--- src/rtl/adma_dm_src_axis.sv ---
// DMA data-mover source side for AXI-Stream: emits exactly arlen+1 beats per descriptor, padding or draining on length mismatch.
// Optional build macro ADMA_SRC_AXIS_TKEEP_CHK_EN flags accepted beats with partial tkeep as source errors.
module adma_dm_src_axis #(
  parameter int DMA_CHN_NUM      = 4,
  parameter int MST_ID_W         = 5,
  parameter int ATX_LEN_W        = 8,
  parameter int ATX_SRC_DATA_W   = 256,
  parameter int ATX_SRC_BYTE_AMT = ATX_SRC_DATA_W / 8,
  parameter int ATX_NUM_OSTD     = DMA_CHN_NUM,
  parameter int DMA_CHN_NUM_W    = (DMA_CHN_NUM > 1) ? $clog2(DMA_CHN_NUM) : 1
) (
  input  logic                        aclk,
  input  logic                        aresetn,
  input  logic [DMA_CHN_NUM_W-1:0]    atx_chn_id,
  input  logic [ATX_LEN_W-1:0]        atx_arlen,
  input  logic                        atx_vld,
  output logic                        atx_rdy,
  output logic [ATX_SRC_DATA_W-1:0]   atx_rdata,
  output logic                        atx_rdata_vld,
  input  logic                        atx_rdata_rdy,
  output logic [DMA_CHN_NUM-1:0]      atx_done,
  output logic [DMA_CHN_NUM-1:0]      atx_src_err,
  input  logic [MST_ID_W-1:0]         s_tid_i,
  input  logic                        s_tdest_i,
  input  logic [ATX_SRC_DATA_W-1:0]   s_tdata_i,
  input  logic [ATX_SRC_BYTE_AMT-1:0] s_tkeep_i,
  input  logic [ATX_SRC_BYTE_AMT-1:0] s_tstrb_i,
  input  logic                        s_tlast_i,
  input  logic                        s_tvalid_i,
  output logic                        s_tready_o
);
  localparam int PTR_W = (ATX_NUM_OSTD > 1) ? $clog2(ATX_NUM_OSTD) : 1;
  localparam int CNT_W = $clog2(ATX_NUM_OSTD + 1);

  typedef enum logic [1:0] {IDLE, XFER, PAD, DRAIN} state_t;
  state_t state;

  logic [DMA_CHN_NUM_W-1:0] fifo_chn [ATX_NUM_OSTD];
  logic [ATX_LEN_W-1:0]     fifo_len [ATX_NUM_OSTD];
  logic [PTR_W-1:0]         wr_ptr, rd_ptr;
  logic [CNT_W-1:0]         fifo_cnt;
  logic                     init_q;
  logic [ATX_LEN_W-1:0]     beat_cnt;
  logic                     err_q, out_last, out_err;
  logic [DMA_CHN_NUM_W-1:0] out_chn;
  logic [DMA_CHN_NUM_W-1:0] head_chn;
  logic [ATX_LEN_W-1:0]     head_len;
  logic push, pop, loadable, beat_end, s_hs, keep_bad, fifo_avail, last_pend, start;
  logic unused_inputs;

  assign unused_inputs = ^{s_tid_i, s_tdest_i, s_tstrb_i, s_tkeep_i};

`ifdef ADMA_SRC_AXIS_TKEEP_CHK_EN
  assign keep_bad = (s_tkeep_i != '1);
`else
  assign keep_bad = 1'b0;
`endif

  assign atx_rdy  = init_q & (fifo_cnt != CNT_W'(ATX_NUM_OSTD));
  assign push     = atx_vld & atx_rdy;
  assign pop      = atx_rdata_vld & atx_rdata_rdy & out_last;
  assign loadable = ~atx_rdata_vld | atx_rdata_rdy;
  assign head_chn = fifo_chn[rd_ptr];
  assign head_len = fifo_len[rd_ptr];
  assign beat_end = (beat_cnt == head_len);
  assign s_hs     = s_tvalid_i & s_tready_o;

  // The head descriptor stays in the FIFO until its last beat leaves the output
  // register, so IDLE may only start once that beat is gone or leaving now.
  assign fifo_avail = pop ? (fifo_cnt > CNT_W'(1)) : (fifo_cnt != '0);
  assign last_pend  = atx_rdata_vld & out_last & ~atx_rdata_rdy;
  assign start      = fifo_avail & ~last_pend;

  always_comb begin
    case (state)
      XFER:    s_tready_o = loadable;
      DRAIN:   s_tready_o = 1'b1;
      default: s_tready_o = 1'b0;
    endcase
  end

  always_comb begin
    atx_done    = '0;
    atx_src_err = '0;
    if (pop) begin
      atx_done[out_chn]    = 1'b1;
      atx_src_err[out_chn] = out_err;
    end
  end

  always_ff @(posedge aclk) begin
    if (push) begin
      fifo_chn[wr_ptr] <= atx_chn_id;
      fifo_len[wr_ptr] <= atx_arlen;
    end
  end

  always_ff @(posedge aclk or negedge aresetn) begin
    if (!aresetn) begin
      init_q   <= 1'b0;
      wr_ptr   <= '0;
      rd_ptr   <= '0;
      fifo_cnt <= '0;
    end else begin
      init_q <= 1'b1;
      if (push) wr_ptr <= (wr_ptr == PTR_W'(ATX_NUM_OSTD - 1)) ? '0 : wr_ptr + PTR_W'(1);
      if (pop)  rd_ptr <= (rd_ptr == PTR_W'(ATX_NUM_OSTD - 1)) ? '0 : rd_ptr + PTR_W'(1);
      case ({push, pop})
        2'b10:   fifo_cnt <= fifo_cnt + CNT_W'(1);
        2'b01:   fifo_cnt <= fifo_cnt - CNT_W'(1);
        default: fifo_cnt <= fifo_cnt;
      endcase
    end
  end

  always_ff @(posedge aclk or negedge aresetn) begin
    if (!aresetn) begin
      state         <= IDLE;
      beat_cnt      <= '0;
      err_q         <= 1'b0;
      atx_rdata_vld <= 1'b0;
      atx_rdata     <= '0;
      out_last      <= 1'b0;
      out_err       <= 1'b0;
      out_chn       <= '0;
    end else begin
      if (atx_rdata_rdy) atx_rdata_vld <= 1'b0;
      case (state)
        IDLE: if (start) state <= XFER;
        XFER: if (s_hs) begin
          atx_rdata_vld <= 1'b1;
          atx_rdata     <= s_tdata_i;
          out_chn       <= head_chn;
          if (beat_end) begin
            beat_cnt <= '0;
            err_q    <= 1'b0;
            out_last <= 1'b1;
            out_err  <= ~s_tlast_i | err_q | keep_bad;
            state    <= s_tlast_i ? IDLE : DRAIN;
          end else begin
            beat_cnt <= beat_cnt + ATX_LEN_W'(1);
            out_last <= 1'b0;
            out_err  <= s_tlast_i | err_q | keep_bad;
            err_q    <= s_tlast_i | err_q | keep_bad;
            if (s_tlast_i) state <= PAD;
          end
        end
        PAD: if (loadable) begin
          atx_rdata_vld <= 1'b1;
          atx_rdata     <= '0;
          out_chn       <= head_chn;
          out_err       <= 1'b1;
          if (beat_end) begin
            beat_cnt <= '0;
            err_q    <= 1'b0;
            out_last <= 1'b1;
            state    <= IDLE;
          end else begin
            beat_cnt <= beat_cnt + ATX_LEN_W'(1);
            out_last <= 1'b0;
          end
        end
        DRAIN: if (s_hs && s_tlast_i) state <= IDLE;
        default: state <= IDLE;
      endcase
    end
  end
endmodule

--- config.mk ---
export PLATFORM = sky130hd
export DESIGN_NAME = adma_dm_src_axis
export DESIGN_NICKNAME = d
export VERILOG_FILES = /design/src/rtl/adma_dm_src_axis.sv
export SDC_FILE = /design/constraint.sdc
export NUM_CORES = 1
export LEC_CHECK = 0
export CORE_AREA = 4 4 237 239
export DETAILED_ROUTE_END_ITERATION = 6
export DIE_AREA = 0 0 241 243
export SLEW_MARGIN = 20
export SYNTH_ARGS = -nofsm -noshare
export SYNTH_HDL_FRONTEND = slang
export SYNTH_SLANG_ARGS = --single-unit
--- constraint.sdc ---
create_clock -name aclk -period 4 [get_ports aclk]
set_clock_uncertainty 0.1 [all_clocks]
set_input_delay 0.4 -clock aclk [delete_from_list [all_inputs] [get_ports aclk]]
set_output_delay 0.4 -clock aclk [all_outputs]
set_load 0.03 [all_outputs]
Word-level counts from Yosys, hierarchy flattened:

Memories as Yosys holds them, arrays and structs flattened.
Index checks and enable logic that the tools add are counted.

* flip-flop bits (word level): 280
* bits in writable memories: 40
* bits of input ports: 342
* output and inout bits: 267
* word-level logic and storage cells: 109
* memories: 2

* $add $sub $neg: 5
* $lt $le $gt $ge: 3
* eq/ne operators: 15
* mux-type cells: 47
* bitwise gates (word level): 16
* reductions and logical operators: 9

Memory list
* fifo_len: words 4, width 8, read ports 1, clocked after Yosys merged registers in 0, wr ports 1, RTL line 39 `logic [ATX_LEN_W-1:0] fifo_len [ATX_NUM_OSTD];`
* fifo_chn: words 4, width 2, read ports 1, clocked after Yosys merged registers in 0, wr ports 1, RTL line 38 `logic [DMA_CHN_NUM_W-1:0] fifo_chn [ATX_NUM_OSTD];`

Operators with widths (number)
* two-way mux 256 bit: 2
* case mux 256 bit (2 select lines): 1
* two-way mux 2 bit: 12
* two-way mux 8 bit: 3
* two-way mux 1 bit: 17
* case mux 8 bit (2 select lines): 1
* == test 2 bit, second input constant: 5
* inequality test 2 bit, second input constant: 5
* case mux 1 bit (2 select lines): 5
* adder 8 x 1 -> 8 bit, second input constant: 1
* bitwise AND 1 bit: 8
* == test 8 bit: 1
* two-way mux 4 bit: 2
* case mux 2 bit (4 select lines): 1
* inequality test 3 bit, second input constant: 2
* case mux 3 bit (2 select lines): 1
* AND reduction 6 bit: 1
* adder 2 x 1 -> 2 bit, second input constant: 2
* bitwise AND 4 bit: 1
* == test 2 x 1 -> 1 bit, second input constant: 2
* inverter 1 bit: 4
* case mux 2 bit (2 select lines): 1
* AND reduction 4 bit: 1
* nonzero test 2 bit: 2
* 11 further kinds: 14

Depth between registers and ports, before layout:

* depth after elaboration: 7
* depth in mapped cells: 10
* gate-level depth less buffers: 8

Least setup slack after synthesis:

OpenSTA, ideal clock, no wires.

* path type: register to register
* start: reg fifo_cnt[0]
* end: reg fifo_cnt[2]
* library setup time: 0.125 ns
* data arrival time: 2.443 ns
* required time: 3.775 ns
* slack: 1.331 ns
* stages on the path, launching flop included: 9
* clock period less this slack: 2.669 ns
* path through: dfrtp_1 -> inv_1 -> ha_1 -> a21boi_0 -> nand2_1 -> ha_1 -> mux2i_1 -> nor2_1 -> xor2_1

* longest elaborated chain between the ends: 5

Ends and longest elaborated chain
* start, declared: RTL line 41 `logic [CNT_W-1:0] fifo_cnt;`
* start signal, assigned: RTL line 109 `2'b10: fifo_cnt <= fifo_cnt + CNT_W'(1);`
* start signal, assigned: RTL line 110 `2'b01: fifo_cnt <= fifo_cnt - CNT_W'(1);`
* start signal, assigned: RTL line 111 `default: fifo_cnt <= fifo_cnt;`
* inequality test 3 bit *: RTL line 59 `assign atx_rdy = init_q & (fifo_cnt != CNT_W'(ATX_NUM_OSTD));`
* bitwise AND 1 bit *: RTL line 59
* via atx_rdy: RTL line 17 `output logic atx_rdy,`
* bitwise AND 1 bit *: RTL line 60 `assign push = atx_vld & atx_rdy;`
* == test 2 x 1 -> 1 bit or == test 2 bit (tied branches): RTL line 108 `case ({push, pop})`
* case mux 3 bit (2 select lines) or nonzero test 2 bit (tied branches)

Mark *: on every way through the listed nets, which the timed path passes. The rest lies on a longest branch.
A chain may end at the register's enable or synchronous reset.

Worst setup path after layout:

* start: reg fifo_cnt[0]
* end: out atx_rdy

* longest elaborated chain between the ends: 2

Ends and longest elaborated chain (RTL line)
* inequality test 3 bit: 59
* bitwise AND 1 bit: 59
* end, declared: 17

Every way passes these cells.

==> flow_results.xml <==
<?xml version="1.0" encoding="UTF-8"?>
<metrics>
  <group name="outcome">
    <metric name="outcome" unit="">complete, no violations</metric>
  </group>
  <group name="yosys">
    <metric name="yosys_warnings" unit="">0</metric>
    <metric name="synth_cell_type_count" unit="">47</metric>
    <metric name="post_synthesis_instance_area" unit="mm2">0.0137</metric>
    <metric name="postSynth.asyncResetShare" unit="%">87.5</metric>
    <metric name="synth-seq-area-share" unit="%">60.1</metric>
    <metric name="top_flip_flop_cell_by_instance_count_after_synthesis" unit="">dfrtp_1</metric>
    <metric name="post_synth_inst_count" unit="">1346</metric>
    <metric name="yosys_reg_bits" unit="">320</metric>
    <metric name="synth_area_per_inst" unit="um2">10.2</metric>
    <metric name="synth_edf_count" unit="">40</metric>
    <metric name="synth.net_count" unit="">1703</metric>
  </group>
  <group name="power">
    <metric name="vdd.ir_drop.worst" unit="mV">0.476</metric>
    <metric name="power.density" unit="mW/mm2">878</metric>
    <metric name="finalPower" unit="W">0.0185</metric>
    <metric name="cellLeakagePower" unit="nW">9.44</metric>
  </group>
  <group name="routing">
    <metric name="detailroute.via_count" unit="">11400</metric>
    <metric name="post_drt_via_cell_ratio" unit="">4.42</metric>
    <metric name="remaining_drc_errors" unit="">0</metric>
    <metric name="ant_nets" unit="">0</metric>
    <metric name="drt_first_pass_iters" unit="">5</metric>
    <metric name="detail_route.iter0.violations" unit="">506</metric>
    <metric name="post_drt_wl_per_cell" unit="um">17.3</metric>
    <metric name="finalWirelength" unit="mm">44.6</metric>
  </group>
  <group name="setup_path">
    <metric name="ff2ff_path_depth" unit="">5</metric>
    <metric name="crit_path_top_delay_cell" unit="">clkdlybuf4s50_1</metric>
    <metric name="slack_of_the_worst_reg_to_reg_path" unit="ns">1.08</metric>
    <metric name="critPathArrivalTime" unit="ns">2.57</metric>
    <metric name="crit_path_max_incr_delay" unit="ns">0.82</metric>
    <metric name="critical_path.endpoint_type" unit="">primary output</metric>
    <metric name="reg2reg_to" unit="">state[0]</metric>
    <metric name="critical_path.startpoint_type" unit="">register</metric>
    <metric name="critical_path.max_fanout" unit="">6</metric>
    <metric name="worstSetupPathType" unit="">register to primary output</metric>
    <metric name="required" unit="ns">3.50</metric>
    <metric name="crit_chain" unit="">inv_1 &gt; ha_1 &gt; a21boi_0 &gt; clkdlybuf4s50_1</metric>
    <metric name="launch_instance_of_the_worst_register_to_register_path" unit="">rd_ptr[0]</metric>
  </group>
  <group name="clock_tree">
    <metric name="postCtsSetupRepairBufs" unit="">0</metric>
    <metric name="cts_made_buffers" unit="">38</metric>
    <metric name="clk_root_buffer_cell" unit="">clkbuf_16</metric>
    <metric name="cts_tree" unit="">yes</metric>
    <metric name="clock_sinks" unit="">320</metric>
    <metric name="cts_resized" unit="">0</metric>
    <metric name="clk_latency" unit="ns">0.54</metric>
    <metric name="clk_path_buf_depth" unit="">3</metric>
    <metric name="worst_setup_hold_path_clk_slew" unit="ns">0.06</metric>
    <metric name="cts.htree.levels" unit="">2</metric>
  </group>
  <group name="global_routing">
    <metric name="grt_antenna_before_repair" unit="">4</metric>
    <metric name="first_pass_grt_wire_length" unit="mm">67.5</metric>
    <metric name="track_usage" unit="%">14.4</metric>
    <metric name="grt_max_degree" unit="">125</metric>
    <metric name="global_route.overflow_total" unit="">0</metric>
    <metric name="grt_pass1_vias" unit="">11800</metric>
  </group>
  <group name="timing">
    <metric name="clock.fmax" unit="MHz">326</metric>
    <metric name="setup_tns_final" unit="ns">0</metric>
    <metric name="slew_headroom" unit="%">33.5</metric>
    <metric name="final_max_slew_viol_count" unit="">0</metric>
    <metric name="worst_slew_pin_slew" unit="ns">0.998</metric>
    <metric name="timing.final.crit_period" unit="ns">3.07</metric>
    <metric name="final.period_utilization" unit="%">76.8</metric>
    <metric name="final-setup-viol-count" unit="">0</metric>
    <metric name="hold_ws" unit="ns">0.314</metric>
    <metric name="rsz_0062_raised_after_global_routing" unit="">false</metric>
    <metric name="count_of_final_hold_check_violations" unit="">0</metric>
  </group>
  <group name="die">
    <metric name="die_area" unit="mm2">0.0586</metric>
    <metric name="start_util" unit="%">25.4</metric>
    <metric name="row_count" unit="">85</metric>
    <metric name="design.portCount" unit="">609</metric>
    <metric name="die_w" unit="um">241</metric>
    <metric name="die_height" unit="um">243</metric>
    <metric name="floorplan.core_area" unit="mm2">0.0538</metric>
  </group>
  <group name="finish">
    <metric name="layout.cell_area.non_filler" unit="mm2">0.0211</metric>
    <metric name="layout_commonest_cell" unit="">nand2_1</metric>
    <metric name="nNetsFinal" unit="">2202</metric>
    <metric name="drive_above_1_share" unit="%">4.32</metric>
    <metric name="utilization" unit="%">39.2</metric>
    <metric name="nFillCells" unit="">5263</metric>
    <metric name="syn2layout_area_growth" unit="%">54.3</metric>
    <metric name="layout.cells.most_common_list" unit="">541 x nand2_1, 537 x clkdlybuf4s50_1, 280 x dfrtp_1, 256 x nand3b_1, 40 x edfxtp_1</metric>
  </group>
  <group name="min_path">
    <metric name="worstHoldEndpoint" unit="">atx_rdata[39]</metric>
    <metric name="hold_depth" unit="">3</metric>
    <metric name="hp-start" unit="">s_tdata_i[39]</metric>
    <metric name="timing.hold.worst.class" unit="">input pin to register</metric>
  </group>
  <group name="run">
    <metric name="max_cap_violations" unit="">0</metric>
  </group>
  <group name="place">
    <metric name="dp.final_hpwl" unit="mm">30.6</metric>
    <metric name="placed_cell_area" unit="mm2">0.0198</metric>
    <metric name="port-buffer-count" unit="">538</metric>
    <metric name="gp_congestion" unit="">0.781</metric>
  </group>
</metrics>
cells in the mapped netlist (2+ instances only):
cell	number	area, um2
buf_2	3	15.0
a21boi_0	2	15.0
and3_1	6	37.5
nand3b_1	256	1920
nand2_1	541	2030
mux4_2	4	90.1
clkbuf_1	84	315
a21oi_1	5	25.0
nand3_1	4	20.0
nand2b_1	3	18.8
inv_1	10	37.5
nor2b_1	2	12.5
buf_1	5	18.8
o2111ai_1	3	26.3
nor3_1	11	55.1
edfxtp_1	40	1200
nand4_1	3	18.8
mux2i_1	5	50.1
ha_1	15	188
a21o_1	3	22.5
o21a_1	2	15.0
o211ai_1	3	22.5
o21ai_0	10	50.1
xnor2_1	10	87.6
o21ai_1	2	10.0
dfrtp_1	280	7010
mux4_1	6	158
nor2_1	9	33.8
worst max-delay path, delay by kind of cell (launching register included):
| family | cells | cell delay (ns) |
|---|---|---|
| adders and majority gates | 1 | 0.22 |
| DFF | 1 | 0.44 |
| buffers and inverters | 2 | 0.91 |
| AOI/OAI and AO/OA | 1 | 0.47 |
report_power, final:
part	switching, W	internal [W]
registers	0.000767	0.00466
clock network	0.00137	0.00223
logic	0.00579	0.00369
how the worst max path moves through the flow:
stage | start | to | slack [ns] | cells after the start
2_1_floorplan | fifo_cnt[0] | fifo_cnt[2] | 1.33 | 8
3_3_place_gp | rd_ptr[0] | state[0] | 1.00 | 5
6_report | fifo_cnt[0] | atx_rdy | 0.93 | 4
5_1_grt | fifo_cnt[0] | atx_rdy | 0.75 | 4
4_1_cts | fifo_cnt[0] | atx_rdy | 0.86 | 4
3_5_place_dp | atx_rdata_rdy | atx_src_err[1] | 1.04 | 6
metrics by stage:
stage,setup WS [ns],instances
2_1_floorplan,1.33,1346
3_3_place_gp,1.00,2500
3_5_place_dp,1.04,2500
4_1_cts,0.857,2569
5_1_grt,0.748,2570
6_report,0.930,2571
registers in the layout, indices dropped and copies added, names as in the netlist:
register and count:
atx_rdata 256, atx_rdata_vld 1, beat_cnt 8, err_q 1
fifo_chn 8, fifo_cnt 3, fifo_len 32, init_q 1
out_chn 2, out_err 1, out_last 1, rd_ptr 2
state 2, wr_ptr 2
area by class of cell:
class / count / area, um2 / area share (%)
antenna: 2 / 5.00 / 0.0237
clock buffer: 57 / 1100 / 5.23
clock inverter: 11 / 185 / 0.878
inverter: 10 / 37.5 / 0.178
multi-input combinational: 923 / 5090 / 24.1
sequential: 320 / 8210 / 38.9
tap: 696 / 871 / 4.13
timing repair buffer: 552 / 5590 / 26.5
layer usage:
metal / vias to the layer above / share of wire, % / GRT usage (%)
li1: 5436 / - / -
met1: 5450 / 40 / 16.9
met2: 394 / 47 / 24.2
met3: 79 / 10 / 5.59
met4: 6 / 2.6 / 4.41
met5: - / 0.092 / 0
repair_timing:
action                                  4_1_cts  5_1_grt
endpoints found under the setup margin        0        0
hold endpoints to repair                     94        0
hold buffers                                  1        0
cells by family after synthesis:
group                      count (synthesis)  share of synthesized area [%]
AOI/OAI and AO/OA                         37                           1.83
xor gates and xnor gates                  11                          0.705
adders and majority gates                 15                           1.37
buffers and inverters                    103                           2.91
DFF                                      320                           60.1
muxes                                     16                           2.26
other                                      1                         0.0274
and+or+nand+nor                          843                           30.8
(Power assumes the default switching activity.)
